`src/rtl/mc_conv_pkg.sv`:
```
// Shared widths, channel index sizing and the round/saturate helper for the conv-scale pipe.
// Pure declarations: no latency. No flow control.
// The round/saturate helper works in 64 bits, so callers truncate its value field to their own width.
package mc_conv_pkg;
    localparam int DEF_DATA_WIDTH  = 16;
    localparam int DEF_COEF_WIDTH  = 16;
    localparam int DEF_ACC_WIDTH   = 48;
    localparam int DEF_KERNEL_SIZE = 5;
    localparam int DEF_NUM_CH      = 4;
    localparam int DEF_FRAC_BITS   = 14;

    function automatic int ch_width(input int n);
        return (n > 1) ? $clog2(n) : 1;
    endfunction

    localparam int DEF_CH_W = ch_width(DEF_NUM_CH);
    typedef logic [DEF_CH_W-1:0] ch_idx_t;

    typedef struct packed {
        logic               sat;
        logic signed [63:0] val;
    } rs_t;

    // Round half-up by 2^frac, then clamp to a signed dw-bit range.
    function automatic rs_t round_sat(input logic signed [63:0] v, input int frac, input int dw);
        rs_t                r;
        logic signed [63:0] t;
        logic signed [63:0] hi;
        logic signed [63:0] lo;
        hi = (64'sd1 <<< (dw - 1)) - 64'sd1;
        lo = -(64'sd1 <<< (dw - 1));
        t  = (frac > 0) ? ((v + (64'sd1 <<< (frac - 1))) >>> frac) : v;
        r.sat = 1'b0;
        r.val = t;
        if (t > hi) begin
            r.val = hi;
            r.sat = 1'b1;
        end else if (t < lo) begin
            r.val = lo;
            r.sat = 1'b1;
        end
        return r;
    endfunction
endpackage

```
`src/rtl/ch_history.sv`:
```
// Per-channel sample history; shifts the addressed channel on write, reads all taps in parallel.
// Read is combinational (tap 0 is the incoming sample); write lands on the next clock.
// No flow control: the parent only asserts wr_en for accepted samples.
module ch_history
    import mc_conv_pkg::*;
#(
    parameter int DATA_WIDTH  = DEF_DATA_WIDTH,
    parameter int KERNEL_SIZE = DEF_KERNEL_SIZE,
    parameter int NUM_CH      = DEF_NUM_CH,
    parameter int CH_W        = DEF_CH_W
) (
    input  logic                              clk,
    input  logic                              rst_n,
    input  logic                              clear,
    input  logic                              wr_en,
    input  logic [CH_W-1:0]                   ch,
    input  logic [DATA_WIDTH-1:0]             din,
    output logic [KERNEL_SIZE*DATA_WIDTH-1:0] taps
);
    // Only the older KERNEL_SIZE-1 samples are stored; the newest tap is din itself.
    localparam int HD = (KERNEL_SIZE > 1) ? KERNEL_SIZE - 1 : 1;

    logic [DATA_WIDTH-1:0] hist [NUM_CH][HD];

    always_ff @(posedge clk or negedge rst_n) begin
        if (!rst_n) begin
            for (int c = 0; c < NUM_CH; c++)
                for (int k = 0; k < HD; k++)
                    hist[c][k] <= '0;
        end else if (clear) begin
            for (int c = 0; c < NUM_CH; c++)
                for (int k = 0; k < HD; k++)
                    hist[c][k] <= '0;
        end else if (wr_en && (KERNEL_SIZE > 1)) begin
            hist[ch][0] <= din;
            for (int k = 1; k < HD; k++)
                hist[ch][k] <= hist[ch][k-1];
        end
    end

    always_comb begin
        taps = '0;
        taps[DATA_WIDTH-1:0] = din;
        for (int k = 1; k < KERNEL_SIZE; k++)
            taps[k*DATA_WIDTH +: DATA_WIDTH] = hist[ch][k-1];
    end
endmodule

```
`src/rtl/mc_conv_scale_pipe.sv`:
```
// Channel-interleaved FIR convolution followed by per-channel scaling, both rounded and saturated.
// Latency 3 cycles: tap products, sum/round/sat, scale/round/sat.
// Whole pipe freezes while out_valid && !out_ready; in_ready drops combinationally.
module mc_conv_scale_pipe
    import mc_conv_pkg::*;
#(
    parameter int DATA_WIDTH  = DEF_DATA_WIDTH,
    parameter int COEF_WIDTH  = DEF_COEF_WIDTH,
    parameter int ACC_WIDTH   = DEF_ACC_WIDTH,
    parameter int KERNEL_SIZE = DEF_KERNEL_SIZE,
    parameter int NUM_CH      = DEF_NUM_CH,
    parameter int FRAC_BITS   = DEF_FRAC_BITS,
    parameter logic signed [COEF_WIDTH-1:0] CONV_COEFFS [KERNEL_SIZE] = '{default: '0},
    parameter logic signed [COEF_WIDTH-1:0] SCALE_INIT [NUM_CH] = '{default: COEF_WIDTH'(1 << FRAC_BITS)},
    localparam int CH_W = ch_width(NUM_CH)
) (
    input  logic                  clk,
    input  logic                  rst_n,
    input  logic                  clear,
    input  logic                  bypass,
    input  logic [DATA_WIDTH-1:0] in_sample,
    input  logic                  in_valid,
    output logic                  in_ready,
    input  logic                  cfg_we,
    input  logic [CH_W-1:0]       cfg_ch,
    input  logic [COEF_WIDTH-1:0] cfg_scale,
    output logic [DATA_WIDTH-1:0] out_sample,
    output logic [CH_W-1:0]       out_ch,
    output logic                  out_last,
    output logic                  out_valid,
    input  logic                  out_ready,
    output logic                  sat_flag
);
    localparam int PW = DATA_WIDTH + COEF_WIDTH;

    logic stall;
    logic accept;
    assign stall    = out_valid & ~out_ready;
    assign in_ready = ~clear & ~stall;
    assign accept   = in_valid & in_ready;

    logic [CH_W-1:0]                   in_ch;
    logic [KERNEL_SIZE*DATA_WIDTH-1:0] taps;

    ch_history #(
        .DATA_WIDTH (DATA_WIDTH),
        .KERNEL_SIZE(KERNEL_SIZE),
        .NUM_CH     (NUM_CH),
        .CH_W       (CH_W)
    ) u_hist (
        .clk  (clk),
        .rst_n(rst_n),
        .clear(clear),
        .wr_en(accept),
        .ch   (in_ch),
        .din  (in_sample),
        .taps (taps)
    );

    logic                         s1_vld;
    logic                         s1_byp;
    logic [CH_W-1:0]              s1_ch;
    logic signed [DATA_WIDTH-1:0] s1_smp;
    logic signed [ACC_WIDTH-1:0]  s1_prod [KERNEL_SIZE];
    logic                         s2_vld;
    logic [CH_W-1:0]              s2_ch;
    logic signed [DATA_WIDTH-1:0] s2_dat;
    logic signed [COEF_WIDTH-1:0] scale [NUM_CH];

    logic signed [ACC_WIDTH-1:0]  acc;
    logic signed [PW-1:0]         scaled;
    logic signed [DATA_WIDTH-1:0] s2_next;
    rs_t                          conv_rs;
    rs_t                          scale_rs;

    always_comb begin
        acc = '0;
        for (int k = 0; k < KERNEL_SIZE; k++)
            acc = acc + s1_prod[k];
        conv_rs  = round_sat(64'(acc), FRAC_BITS, DATA_WIDTH);
        s2_next  = s1_byp ? s1_smp : DATA_WIDTH'(conv_rs.val);
        scaled   = PW'(s2_dat) * PW'(scale[s2_ch]);
        scale_rs = round_sat(64'(scaled), FRAC_BITS, DATA_WIDTH);
    end

    always_ff @(posedge clk or negedge rst_n) begin
        if (!rst_n) begin
            in_ch      <= '0;
            s1_vld     <= 1'b0;
            s1_byp     <= 1'b0;
            s1_ch      <= '0;
            s1_smp     <= '0;
            for (int k = 0; k < KERNEL_SIZE; k++)
                s1_prod[k] <= '0;
            s2_vld     <= 1'b0;
            s2_ch      <= '0;
            s2_dat     <= '0;
            out_valid  <= 1'b0;
            out_sample <= '0;
            out_ch     <= '0;
            out_last   <= 1'b0;
            sat_flag   <= 1'b0;
        end else if (clear) begin
            in_ch     <= '0;
            s1_vld    <= 1'b0;
            s2_vld    <= 1'b0;
            out_valid <= 1'b0;
        end else if (!stall) begin
            if (accept)
                in_ch <= (in_ch == CH_W'(NUM_CH - 1)) ? '0 : in_ch + 1'b1;
            s1_vld <= accept;
            s1_byp <= bypass;
            s1_ch  <= in_ch;
            s1_smp <= $signed(in_sample);
            for (int k = 0; k < KERNEL_SIZE; k++)
                s1_prod[k] <= ACC_WIDTH'($signed(taps[k*DATA_WIDTH +: DATA_WIDTH]))
                            * ACC_WIDTH'(CONV_COEFFS[k]);
            s2_vld     <= s1_vld;
            s2_ch      <= s1_ch;
            s2_dat     <= s2_next;
            out_valid  <= s2_vld;
            out_ch     <= s2_ch;
            out_last   <= (s2_ch == CH_W'(NUM_CH - 1));
            out_sample <= DATA_WIDTH'(scale_rs.val);
            // Bypassed samples never pass the conv clamp, so only real conv saturation counts.
            if ((s1_vld && !s1_byp && conv_rs.sat) || (s2_vld && scale_rs.sat))
                sat_flag <= 1'b1;
        end
    end

    always_ff @(posedge clk or negedge rst_n) begin
        if (!rst_n) begin
            for (int c = 0; c < NUM_CH; c++)
                scale[c] <= SCALE_INIT[c];
        end else if (cfg_we && (int'(cfg_ch) < NUM_CH)) begin
            scale[cfg_ch] <= cfg_scale;
        end
    end
endmodule

```
`config.mk`:
```
export PLATFORM = sky130hd
export DESIGN_NAME = mc_conv_scale_pipe
export DESIGN_NICKNAME = d
export VERILOG_FILES = /design/src/rtl/mc_conv_pkg.sv /design/src/rtl/ch_history.sv /design/src/rtl/mc_conv_scale_pipe.sv
export SDC_FILE = /design/constraint.sdc
export NUM_CORES = 1
export LEC_CHECK = 0
export ABC_AREA = 1
export BUFFER_PORTS_ARGS = -buffer_cell sky130_fd_sc_hd__buf_2
export CAP_MARGIN = 15
export CORE_UTILIZATION = 60
export CTS_CLUSTER_SIZE = 30
export DETAILED_ROUTE_END_ITERATION = 7
export PLACE_DENSITY_LB_ADDON = 0.1
export SETUP_SLACK_MARGIN = 0.3
export SYNTH_ARGS = -nofsm -noshare
export SYNTH_HDL_FRONTEND = slang
export SYNTH_SLANG_ARGS = --single-unit
```
`constraint.sdc`:
```
create_clock -name clk -period 10.1 [get_ports clk]
set_clock_uncertainty 0.15 [all_clocks]
set_input_delay 2.02 -clock clk [delete_from_list [all_inputs] [get_ports clk]]
set_output_delay 2.02 -clock clk [all_outputs]
set_load 0.02 [all_outputs]
```
[Word level (Yosys, flattened, before mapping)]
Cells that the tools add are included.
Cells by class
  $lt $le $gt $ge: 5
  reductions and logical operators: 6
  multiply operators: 1
  mux-type cells: 19
  $add $sub $neg: 2
  equality and inequality tests: 3
  bitwise logic cells: 8
Operator list (number)
  $mux 65: 2
  $bwmux 64: 1
  $mux 16: 4
  $add 32x15->33 const B: 1
  $bmux 16 s2: 1
  $demux 16 s2: 1
  $mul 16x16->32: 1
  $gt 19x16->1 const B: 1
  $lt 19x16->1 const B: 1
  $mux 2: 4
  $ge 3x3->1 const B: 2
  $mux 1: 6
  $not 2->3: 2
  $eq 2x2->1 const B: 2
  $reduce_and 2->1: 2
  $and 1x1->1: 3
  $lt 3x1->1 const B: 1
  $not 1->1: 3
  $reduce_and 3->1: 1
  $add 2x1->2 const B: 1
  $logic_and 1x1->1: 2
  $ne 2x2->1 const B: 1
  $reduce_bool 2->1: 1
Storage, ports and cells
  register bits: 126
  word-level logic and storage cells: 61
  output and inout bits: 22

[Longest topological paths before layout]
Gate-level depths: netlist of run 1.
  word-level depth: 11
  depth in mapped cells: 38
  depth with buffers taken out: 34

[Worst setup path before layout of run 1]
No wires, ideal clock.
  kind: reg2reg
  start: register s2_ch[0]
  end: register out_sample[10]
  path slack: 3118 ps
  period minus slack after synthesis: 6982 ps
  stages on the path, launching flop included: 34
  arrival time: 6712 ps
  buffers on the path: 5
  path through: dfrtp_1 > buf_6 > inv_6 > clkbuf_1 > clkbuf_1 > nand2_1 > nand3_1 > nand2_1 > inv_1 > clkbuf_1 > nand2_1 > fa_1 > inv_1 > fa_1 > inv_1 > fa_1 > inv_1 > fa_1 > inv_1 > fa_1 > fa_1 > inv_1 > ha_1 > inv_1 > nor3_1 > a211oi_1 > o21ai_0 > a21oi_1 > nand2_1 > nand2_1 > nand2_4 > a21oi_4 > buf_6 > a21oi_2
On the way
  longest elaborated chain between the ends: 9
  elaborated cells on any way between the ends: 10
RTL lines
  start: declaration: RTL line mc_conv_scale_pipe.sv:66  | logic [CH_W-1:0] s2_ch;
  start signal: assignment: RTL line mc_conv_scale_pipe.sv:119  | s2_ch <= s1_ch;
  $not 2->3 (not written as such) (*): RTL line mc_conv_scale_pipe.sv:82  | scaled = PW'(s2_dat) * PW'(scale[s2_ch]);
  $bmux 16 s2 (*): RTL line mc_conv_scale_pipe.sv:82
  $mux 16 (not written as such) (*) (2 in a row): RTL line mc_conv_scale_pipe.sv:82
  $mul 16x16->32 (*): RTL line mc_conv_scale_pipe.sv:82
  $add 32x15->33 (*): RTL line mc_conv_pkg.sv:32  | t = (frac > 0) ? ((v + (64'sd1 <<< (frac - 1))) >>> frac) : v;
  $lt 19x16->1: RTL line mc_conv_pkg.sv:38  | end else if (t < lo) begin
  $mux 65: RTL line mc_conv_pkg.sv:38
  $mux 65 (*): RTL line mc_conv_pkg.sv:35  | if (t > hi) begin
  end signal: assignment: RTL line mc_conv_scale_pipe.sv:124  | out_sample <= DATA_WIDTH'(scale_rs.val);
  end: declaration: RTL line mc_conv_scale_pipe.sv:27  | output logic [DATA_WIDTH-1:0] out_sample,
Mark *: on every way between the ends. The rest lies on a longest branch, timed or not. The select of a mux whose other input is x is not followed.
A chain may end at the register's enable or synchronous reset.

[Worst setup path after layout of run 1]
  start: register s2_ch[1]
  end: register out_sample[14]
Same word-level chain as after synthesis.

==> results of run 1 <==
[sequential cells by signal, summed over array words and instances, names as in the netlist]
signal / cells
s1_ch: 2
scale: 64
out_valid: 1
out_last: 1
sat_flag: 1
s1_smp: 16
s1_byp: 1
s2_ch: 2
out_sample: 16
s2_dat: 16
in_ch: 2
out_ch: 2
s1_vld: 1
s2_vld: 1
[through the flow]
step / setup slack [ps] / area [µm²] / hold WS [ps]
6_report: 1690 / 16400 / 324
5_1_grt: 1260 / 16400 / 341
4_1_cts: 1750 / 16300 / 321
3_5_place_dp: 1800 / 15800 / 298
3_3_place_gp: 1820 / 15800 / 295
2_1_floorplan: 3120 / 15300 / 299
[path summary, 6_finish.rpt]
check	start	end	slack (ps)	cells past startpoint
hold / removal	sat_flag	sat_flag	320	2
setup / recovery	s2_ch[1]	out_sample[14]	1690	26
setup reg to reg	s2_ch[1]	out_sample[14]	1690	26
hold reg to reg	sat_flag	sat_flag	320	2
max in group asynchronous	rst_n	s2_dat[3]	6890	2
min in group asynchronous	rst_n	out_sample[2]	1490	1
[per-layer routing]
metal  part of all wire [%]  wire length [µm]  track usage (%)
met5                      0                 0            0.189
met3                    7.7              3040             5.16
met2                     47             18600             52.6
met4                    3.4              1340             11.5
met1                     42             16700             45.6
[synth_stat cells (all sizes together) (5+ instances only)]
cell,count
nor2,185
o21ai,103
a21oi,46
nor3,7
xor2,15
nand2,428
nand3,72
o21bai,6
fa,267
a21o,6
ha,79
xnor2,9
nand4,5
buf,5
clkinv,6
clkbuf,60
dfrtp,122
inv,369
[critical path: stages, from the launching register on]
cell and delay, ps:
dfrtp_1 880, inv_4 240, nand3_1 150, nand2_1 350, nor2_1 400, inv_1 110, fa_1 590, fa_1 440
inv_1 320, fa_1 520, fa_1 510, fa_1 490, inv_1 50, fa_1 480, inv_1 40, ha_1 370
nand2_1 170, nor2_1 210, nand4_1 240, nor4_1 260, nand2_1 230, nand3_1 140, nand2_1 60, nor2_1 120
nand2_2 90, a21oi_4 480, a21oi_1 140
[area by class of cell]
| type | count | share of cell area [%] |
|---|---|---|
| clock inverter | 15 | 1.01 |
| multi-input combinational | 1247 | 63.4 |
| sequential | 126 | 19.2 |
| inverter | 376 | 8.73 |
| tap | 330 | 2.51 |
| clock buffer | 17 | 2.59 |
| timing repair buffer | 70 | 2.53 |
[cells by family (layout without fill, tap and decap cells)]
family	count (synthesis)	in the layout	synth area share [%]
AND/OR/NAND/NOR	702	702	18.8
XOR/XNOR	24	24	1.38
buffers and inverters	441	478	11.2
flip-flops	126	126	20.7
adder cells (fa/ha/maj)	346	346	41.5
AO/OA/AOI/OAI	175	175	6.47
==> summary.md, run 1 <==
| Metric | Value |
|---|---|
| Hold crit path type | register to register |
| DRT Pass-1 Iters | 6 |
| DRC errors left | 0 |
| Bufs on Longest Clock Path | 2 |
| Placed cells | 2145 |
| DP HPWL | 31300 µm |
| Most used cells in the layout excluding fill and tap cells | nand2_1 (406), inv_1 (365), fa_1 (267) |
| Total grt overflow | 0 |
| Period utilisation layout | 83.3% |
| RSZ-0062 raised after global routing | no |
| Vias per cell | 5.49 |
| Clock slew at reported path FFs | 70 ps |
| Ant. Diodes | 0 |
| Die Ht | 162 µm |
| Ratio of cells with drive above 1 in the final layout | 8.21% |
| Gates resized, CTS repair | 0 |
| Share of the synthesized area in the top cell type | 35.0% |
| Hold Fails Final Rpt | 0 |
| Ys async rst share | 100% |
| CP Capture Type | register |
| # IOs | 63 |
| Max-cap violations | 0 |
| Syn avg cell area | 8.42 µm² |
| Worst slew pin tran | 842 ps |
| Seq/Total Area, Yosys | 20.7% |
| Max H-tree Level | 4 |
| Post-synthesis net count | 2201 |
| Status | complete, no violations |
| Layout area overhead | 7.48% |
| Crit-path max FO | 18 |
| DR vias | 12000 |
| GRT Overall Usage | 32.8% |
| Non-filler cells, final | 2181 |
| Synth Instances | 1814 |
| Slew Limit Fails | 0 |
| Initial core utilization | 60.8% |
| Initial DRC count | 1072 |
| Initial antenna violation count | 0 |
| Post-Syn Area | 0.0153 mm² |
| Yosys cell types | 42 |
| CTS Buf Count | 17 |
| Yosys Warn Count | 0 |
| Vias in the first global route | 12400 |
| CP Data Required Time | 10230 ps |
| Max Fclk | 119 MHz |
| Layout Nets | 2225 |
| Avg WL per Cell | 18.2 µm |
| Fill cell count | 2164 |
| Clock sinks | 126 |
| Setup CP Type | register to register |
| Largest net degree at the start of global routing | 74 |
| Global-route wire length before repair | 64600 µm |
| Startpoint types | register |
| Slew HR | 43.9% |
| Port bufs | 62 |
| Die area | 0.0261 mm² |
| Hold Buf Count CTS | 0 |
| Final WL | 39700 µm |
| Clock Latency Late Sink | 430 ps |
| Flip-flop and latch count after synthesis | 126 |
| Die X | 162 µm |
| Commonest non-fill, non-tap cell in the layout | nand2_1 |
| Final core occ | 65.4% |
| Setup violators final | 0 |
| Detail Route Antenna Nets | 0 |
| CTS tree | yes |
| Synth area leaders | fa_1 (35%), dfrtp_1 (20%), nand2_1 (10%) |
| Synth Flop Type | dfrtp_1 |
| Multi-input gate area | 0.0104 mm² |
| Post-synth EDFFs | 0 |
| Setup bufs post-CTS | 0 |
| CTS Root Cell | clkbuf_16 |
| Fin Setup TNS | 0 ps |
| Row Count | 58 |
| Top cell type by total area after synthesis | fa_1 |
| GP Congestion | 0.942 |
| Core box area | 0.0251 mm² |
| Register area | 0.00316 mm² |
| Critical path arrival | 8540 ps |
| Tmin final | 8410 ps |
Power of run 1 is left out: the tool's default activity adds up to more than one toggle a clock period on the data nets, which glitch-free logic cannot reach.
==> inputs of run 2 (changes only) <==
Settings changed: CORE_UTILIZATION 60 to 58.
Clock period 10.1 ns to 7.6 ns, I/O delays scaled along.
==> run 2 against run 1 <==
Critical path depth up 2. Cell area up 4.1%. Via count up 1.8%. Clock-buffer cell count up 2. Wire length up 5.9%. Highest routed layer unchanged.
==> summary.md, run 2 (synthesis gave the netlist of run 1 again) <==
| Metric | Value |
|---|---|
| # IOs | 63 (unchanged) |
| Row Count | 59 (was 58) |
| Reg-to-reg slack, setup | 540 ps (was 1690 ps) |
| DP HPWL | 32600 µm (was 31300 µm) |
| Setup violators final | 0 (unchanged) |
| Detail Route Antenna Nets | 0 (unchanged) |
| Status | complete, no violations (unchanged) |
| Initial core utilization | 59.0% (was 60.8%) |
| Vias per cell | 5.45 (was 5.49) |
| Largest net degree at the start of global routing | 73 (was 74) |
| Clock sinks | 126 (unchanged) |
| Clock Latency Late Sink | 430 ps (about the same) |
| Avg WL per Cell | 18.8 µm (was 18.2 µm) |
| Die X | 164 µm (was 162 µm) |
| Startpoint types | register (unchanged) |
| Global-route wire length before repair | 66300 µm (was 64600 µm) |
| Slew Limit Fails | 0 (unchanged) |
| RSZ-0062 raised after global routing | yes (was no) |
| Initial antenna violation count | 0 (unchanged) |
| Crit-path max FO | 12 (was 18) |
| CTS Buf Count | 17 (unchanged) |
| Most used cells in the layout excluding fill and tap cells | nand2_1 (394), inv_1 (353), fa_1 (264) (was nand2_1 (406), inv_1 (365), fa_1 (267)) |
| Hold Fails Final Rpt | 0 (unchanged) |
| Max-cap violations | 0 (unchanged) |
| Fin Setup TNS | 0 ps (unchanged) |
| Critical path arrival | 7250 ps (was 8540 ps) |
| Setup CP Type | register to register (unchanged) |
| Slew HR | 51.8% (was 43.9%) |
| Slowest CP cell | dfrtp_4 (was dfrtp_1) |
| Total grt overflow | 0 (unchanged) |
| DRC errors left | 0 (unchanged) |
| Period utilisation layout | 92.9% (was 83.3%) |
| Layout Nets | 2276 (was 2225) |
| Max Fclk | 142 MHz (was 119 MHz) |
| Vias in the first global route | 12400 (about the same) |
| Die area | 0.0270 mm² (was 0.0261 mm²) |
| GP Congestion | 0.962 (was 0.942) |
| Die Ht | 164 µm (was 162 µm) |
| Ratio of cells with drive above 1 in the final layout | 13.5% (was 8.21%) |
| Max H-tree Level | 4 (unchanged) |
| Final WL | 42000 µm (was 39700 µm) |
| Initial DRC count | 918 (was 1072) |
| Max reg flops | 64 (unchanged) |
| Largest register by flop count | scale (unchanged) |
| Ant. Diodes | 0 (unchanged) |
| CP Capture Type | register (unchanged) |
| CTS Root Cell | clkbuf_16 (unchanged) |
| Core box area | 0.0259 mm² (was 0.0251 mm²) |
| Hold Buf Count CTS | 0 (unchanged) |
| DR vias | 12200 (was 12000) |
| Commonest non-fill, non-tap cell in the layout | nand2_1 (unchanged) |
| Layout area overhead | 11.9% (was 7.48%) |
| CP Data Required Time | 7790 ps (was 10230 ps) |
| Port bufs | 62 (unchanged) |
| Hold crit path type | register to register (unchanged) |
| GRT Overall Usage | 33.0% (was 32.8%) |
| DRT Pass-1 Iters | 6 (unchanged) |
| CTS tree | yes (unchanged) |
| Clock slew at reported path FFs | 70 ps (about the same) |
| Worst slew pin tran | 722 ps (was 842 ps) |
| Tmin final | 7060 ps (was 8410 ps) |
| Crit path largest cell delay | 590 ps (was 880 ps) |
| Bufs on Longest Clock Path | 2 (unchanged) |
-- run 2: cell count changes in the layout (fill, tap and decap cells not counted), sizes merged --
cell	delta
buf	+45
bufinv	+1
clkbuf	+3
clkinv	-1
clkinvlp	+6
inv	-4
nand2	+1
-- run 2: per-layer routing --
metal  vias up  routed length [µm]  GRT usage [%]
li1       5560                   -              -
met1      6076               18000           45.8
met2       467               19700           53.4
met3        85                3010           5.66
met4         0                1350           9.64
met5         -                   0              0
-- run 2: critical path, delay by kind of cell (launching register included) --
kind / cells / cell delay, ps
flip-flops: 1 / 590
AND/OR/NAND/NOR: 15 / 2020
buffers and inverters: 5 / 590
adder cells (fa/ha/maj): 7 / 3430
AO/OA/AOI/OAI: 1 / 160
-- run 2: layout make-up --
type | instances | area (µm²)
Multi-Input combinational cell | 1248 | 10600
Sequential cell | 126 | 3160
Clock inverter | 13 | 144
Timing Repair inverter | 4 | 30.0
Inverter | 376 | 1470
Tap cell | 335 | 419
Timing Repair Buffer | 116 | 827
Fill cell | 2259 | 8810
Clock buffer | 19 | 443
-- run 2: repair_timing --
item | 4_1_cts | 5_1_grt
buffers inserted | 0 | 10
endpoints found under the setup margin | 16 | 17
pin swaps | 0 | 4
gates resized for setup | 11 | 70
cloned | 0 | 6
-- run 2: worst paths after layout --
kind                            start       endpoint  cells past startpoint
setup / recovery             s2_ch[0]  out_sample[0]                     28
hold / removal             s1_smp[12]     s1_smp[12]                      2
setup reg to reg             s2_ch[0]  out_sample[0]                     28
hold reg to reg            s1_smp[12]     s1_smp[12]                      2
max in group asynchronous       rst_n       s2_ch[0]                      3
min in group asynchronous       rst_n  out_sample[2]                      1
-- run 2: per-stage QoR --
step	setup slack (ps)	hold slack, ps	cells	area [µm²]	utilization (%)
floorplan	618	299	1814	15300	-
global placement	254	314	2185	16000	61.9
detailed placement	106	316	2185	16000	61.9
CTS	306	332	2217	16700	64.3
global route	252	346	2237	17100	66.0
finish	538	332	2237	17100	66.0
Power of run 2 is left out for the same reason.
==> inputs of run 3 (changes only) <==
Settings changed: BUFFER_PORTS_ARGS -buffer_cell sky130_fd_sc_hd__buf_2 to not set, CORE_UTILIZATION 58 to 60, DONT_BUFFER_PORTS set to 1.
==> run 3 against run 2 <==
Core utilization increased by 0.22 points. Sequential share of layout area increased by 0.51 points. Cell area decreased by 2.8%. Global-route usage increased by 0.64 points. First-iteration DRC count increased by 22%.
==> summary.md, run 3 (synthesis gave the netlist of run 1 again) <==
| Metric | Value |
|---|---|
| Status | complete, no violations (unchanged) |
| Hold path start | s1_smp[5] (was s1_smp[12]) |
| Max H-tree Level | 4 (unchanged) |
| Slew HR | 51.1% (was 51.8%) |
| DP Worst Slack | 300 ps (was 106 ps) |
| Startpoint types | register (unchanged) |
| Wire length on met1 | 16800 µm (was 18000 µm) |
| Hold crit path type | register to register (unchanged) |
| Clock slew at reported path FFs | 70 ps (about the same) |
| RSZ-0062 raised after global routing | no (was yes) |
| Met3 wire length | 3290 µm (was 3010 µm) |
| Worst Setup SP | s2_ch[0] (unchanged) |
| DR WL met2 | 19700 µm (about the same) |
| R2r startpoint | s2_ch[0] (unchanged) |
| Slew Limit Fails | 0 (unchanged) |
| CTS tree | yes (unchanged) |
| Max Fclk | 143 MHz (was 142 MHz) |
| Initial DRC count | 1119 (was 918) |
| Ratio of cells with drive above 1 in the final layout | 9.91% (was 13.5%) |
| Final WL | 41100 µm (was 42000 µm) |
| Largest register by flop count | scale (unchanged) |
| Layout area overhead | 8.83% (was 11.9%) |
| Bufs on Longest Clock Path | 2 (unchanged) |
| Most used cells in the layout excluding fill and tap cells | nand2_1 (393), inv_1 (355), fa_1 (263) (was nand2_1 (394), inv_1 (353), fa_1 (264)) |
| Cells on worst reg2reg path | 31 (was 28) |
| Critical path's top delay family | adder cells (unchanged) |
| Die X | 162 µm (was 164 µm) |
| Ant. Diodes | 0 (unchanged) |
| Period utilisation layout | 92.0% (was 92.9%) |
| DRC errors left | 0 (unchanged) |
| Final setup margin | 605 ps (was 538 ps) |
| DP HPWL | 31000 µm (was 32600 µm) |
| CP Capture Type | register (unchanged) |
| Reg-to-reg slack, setup | 600 ps (was 540 ps) |
| Total grt overflow | 0 (unchanged) |
| Global-route wire length before repair | 65700 µm (was 66300 µm) |
| Port bufs | 0 (was 62) |
| DR top layer | met4 (unchanged) |
| GRT Overall Usage | 33.7% (was 33.0%) |
| # IOs | 63 (unchanged) |
| DRT Pass-1 Iters | 5 (was 6) |
| GP Congestion | 0.987 (was 0.962) |
| Setup violators final | 0 (unchanged) |
| Fin Setup TNS | 0 ps (unchanged) |
| Setup CP Type | register to register (unchanged) |
| Fill cell count | 2187 (was 2259) |
| Clock sinks | 126 (unchanged) |
| Vias per cell | 5.53 (was 5.45) |
| Detail Route Antenna Nets | 0 (unchanged) |
| Hold Buf Count CTS | 0 (unchanged) |
| Max-cap violations | 0 (unchanged) |
| Die Ht | 162 µm (was 164 µm) |
| Tmin final | 7000 ps (was 7060 ps) |
| Crit-path max FO | 8 (was 12) |
| Hold Fails Final Rpt | 0 (unchanged) |
| Initial core utilization | 60.8% (was 59.0%) |
| Worst Hold Path Cells | 2 (unchanged) |
| CP most frequent cell | nand2_1 |
| Initial antenna violation count | 0 (unchanged) |
| CP Data Required Time | 7770 ps (was 7790 ps) |
| Commonest non-fill, non-tap cell in the layout | nand2_1 (unchanged) |
| Worst path bufs/invs | 6 (was 5) |
| Reg-to-reg critical path endpoint | sat_flag (was out_sample[0]) |
| CTS Buf Count | 17 (unchanged) |
| Layout Nets | 2211 (was 2276) |
| Critical path arrival | 7170 ps (was 7250 ps) |
| Row Count | 58 (was 59) |
| Vias in the first global route | 12400 (unchanged) |
| Critical Path End | sat_flag (was out_sample[0]) |
| Slowest CP cell | fa_1 (was dfrtp_4) |
| DR vias | 12000 (was 12200) |
| Clock Latency Late Sink | 430 ps (about the same) |
| Die area | 0.0261 mm² (was 0.0270 mm²) |
| Avg WL per Cell | 19.0 µm (was 18.8 µm) |
| Crit path largest cell delay | 600 ps (was 590 ps) |
| Largest net degree at the start of global routing | 127 (was 73) |
| Worst slew pin tran | 734 ps (was 722 ps) |
| Critical path depth | 31 (was 28) |
| CTS Root Cell | clkbuf_16 (unchanged) |
| Core box area | 0.0251 mm² (was 0.0259 mm²) |
| Max reg flops | 64 (unchanged) |
-- run 3: per-stage QoR --
stage / std cells / util [%] / area (µm²) / hold slack, ps
5_1_grt: 2167 / 66.2 / 16600 / 349
3_3_place_gp: 2103 / 62.1 / 15600 / 314
3_5_place_dp: 2103 / 62.1 / 15600 / 316
6_report: 2167 / 66.2 / 16600 / 329
2_1_floorplan: 1814 / - / 15300 / 299
4_1_cts: 2135 / 64.5 / 16200 / 333
-- run 3: final cells by class --
type | instances | area (µm²) | share of cell area (%)
Tap cell | 330 | 413 | 2.48
Multi-Input combinational cell | 1248 | 10500 | 63.4
Timing Repair Buffer | 51 | 445 | 2.68
Inverter | 376 | 1470 | 8.83
Clock inverter | 15 | 150 | 0.903
Sequential cell | 126 | 3160 | 19.0
Clock buffer | 17 | 425 | 2.56
Timing Repair inverter | 4 | 31.3 | 0.188
-- run 3: repair_timing --
item,in CTS,in global routing
endpoints found under the setup margin,16,17
gates cloned,0,6
setup buffers,0,22
pin swaps,0,6
gates resized for setup,1,65
-- run 3: per-layer routing --
metal	vias to the layer above	GRT usage, %
li1	5430	-
met1	5986	44.8
met2	479	56.2
met3	81	5.83
met4	0	11.0
met5	-	0
-- run 3: how the worst min path moves through the flow --
stage                       endpoint  slack, ps
final                      s1_smp[5]        330
after floorplan            s1_smp[0]        300
after CTS                  s1_smp[5]        330
after global placement    s1_smp[14]        310
after detailed placement   s1_smp[5]        320
after global routing       s1_smp[1]        350
-- run 3: worst reg2reg max path, delay by kind of cell (launching register included) --
family	cells	cell delay [ps]
buffers and inverters	6	750
adder cells (fa/ha/maj)	7	3210
flip-flops	1	520
AND/OR/NAND/NOR	14	1440
AO/OA/AOI/OAI	4	810
Power of run 3 is left out for the same reason.
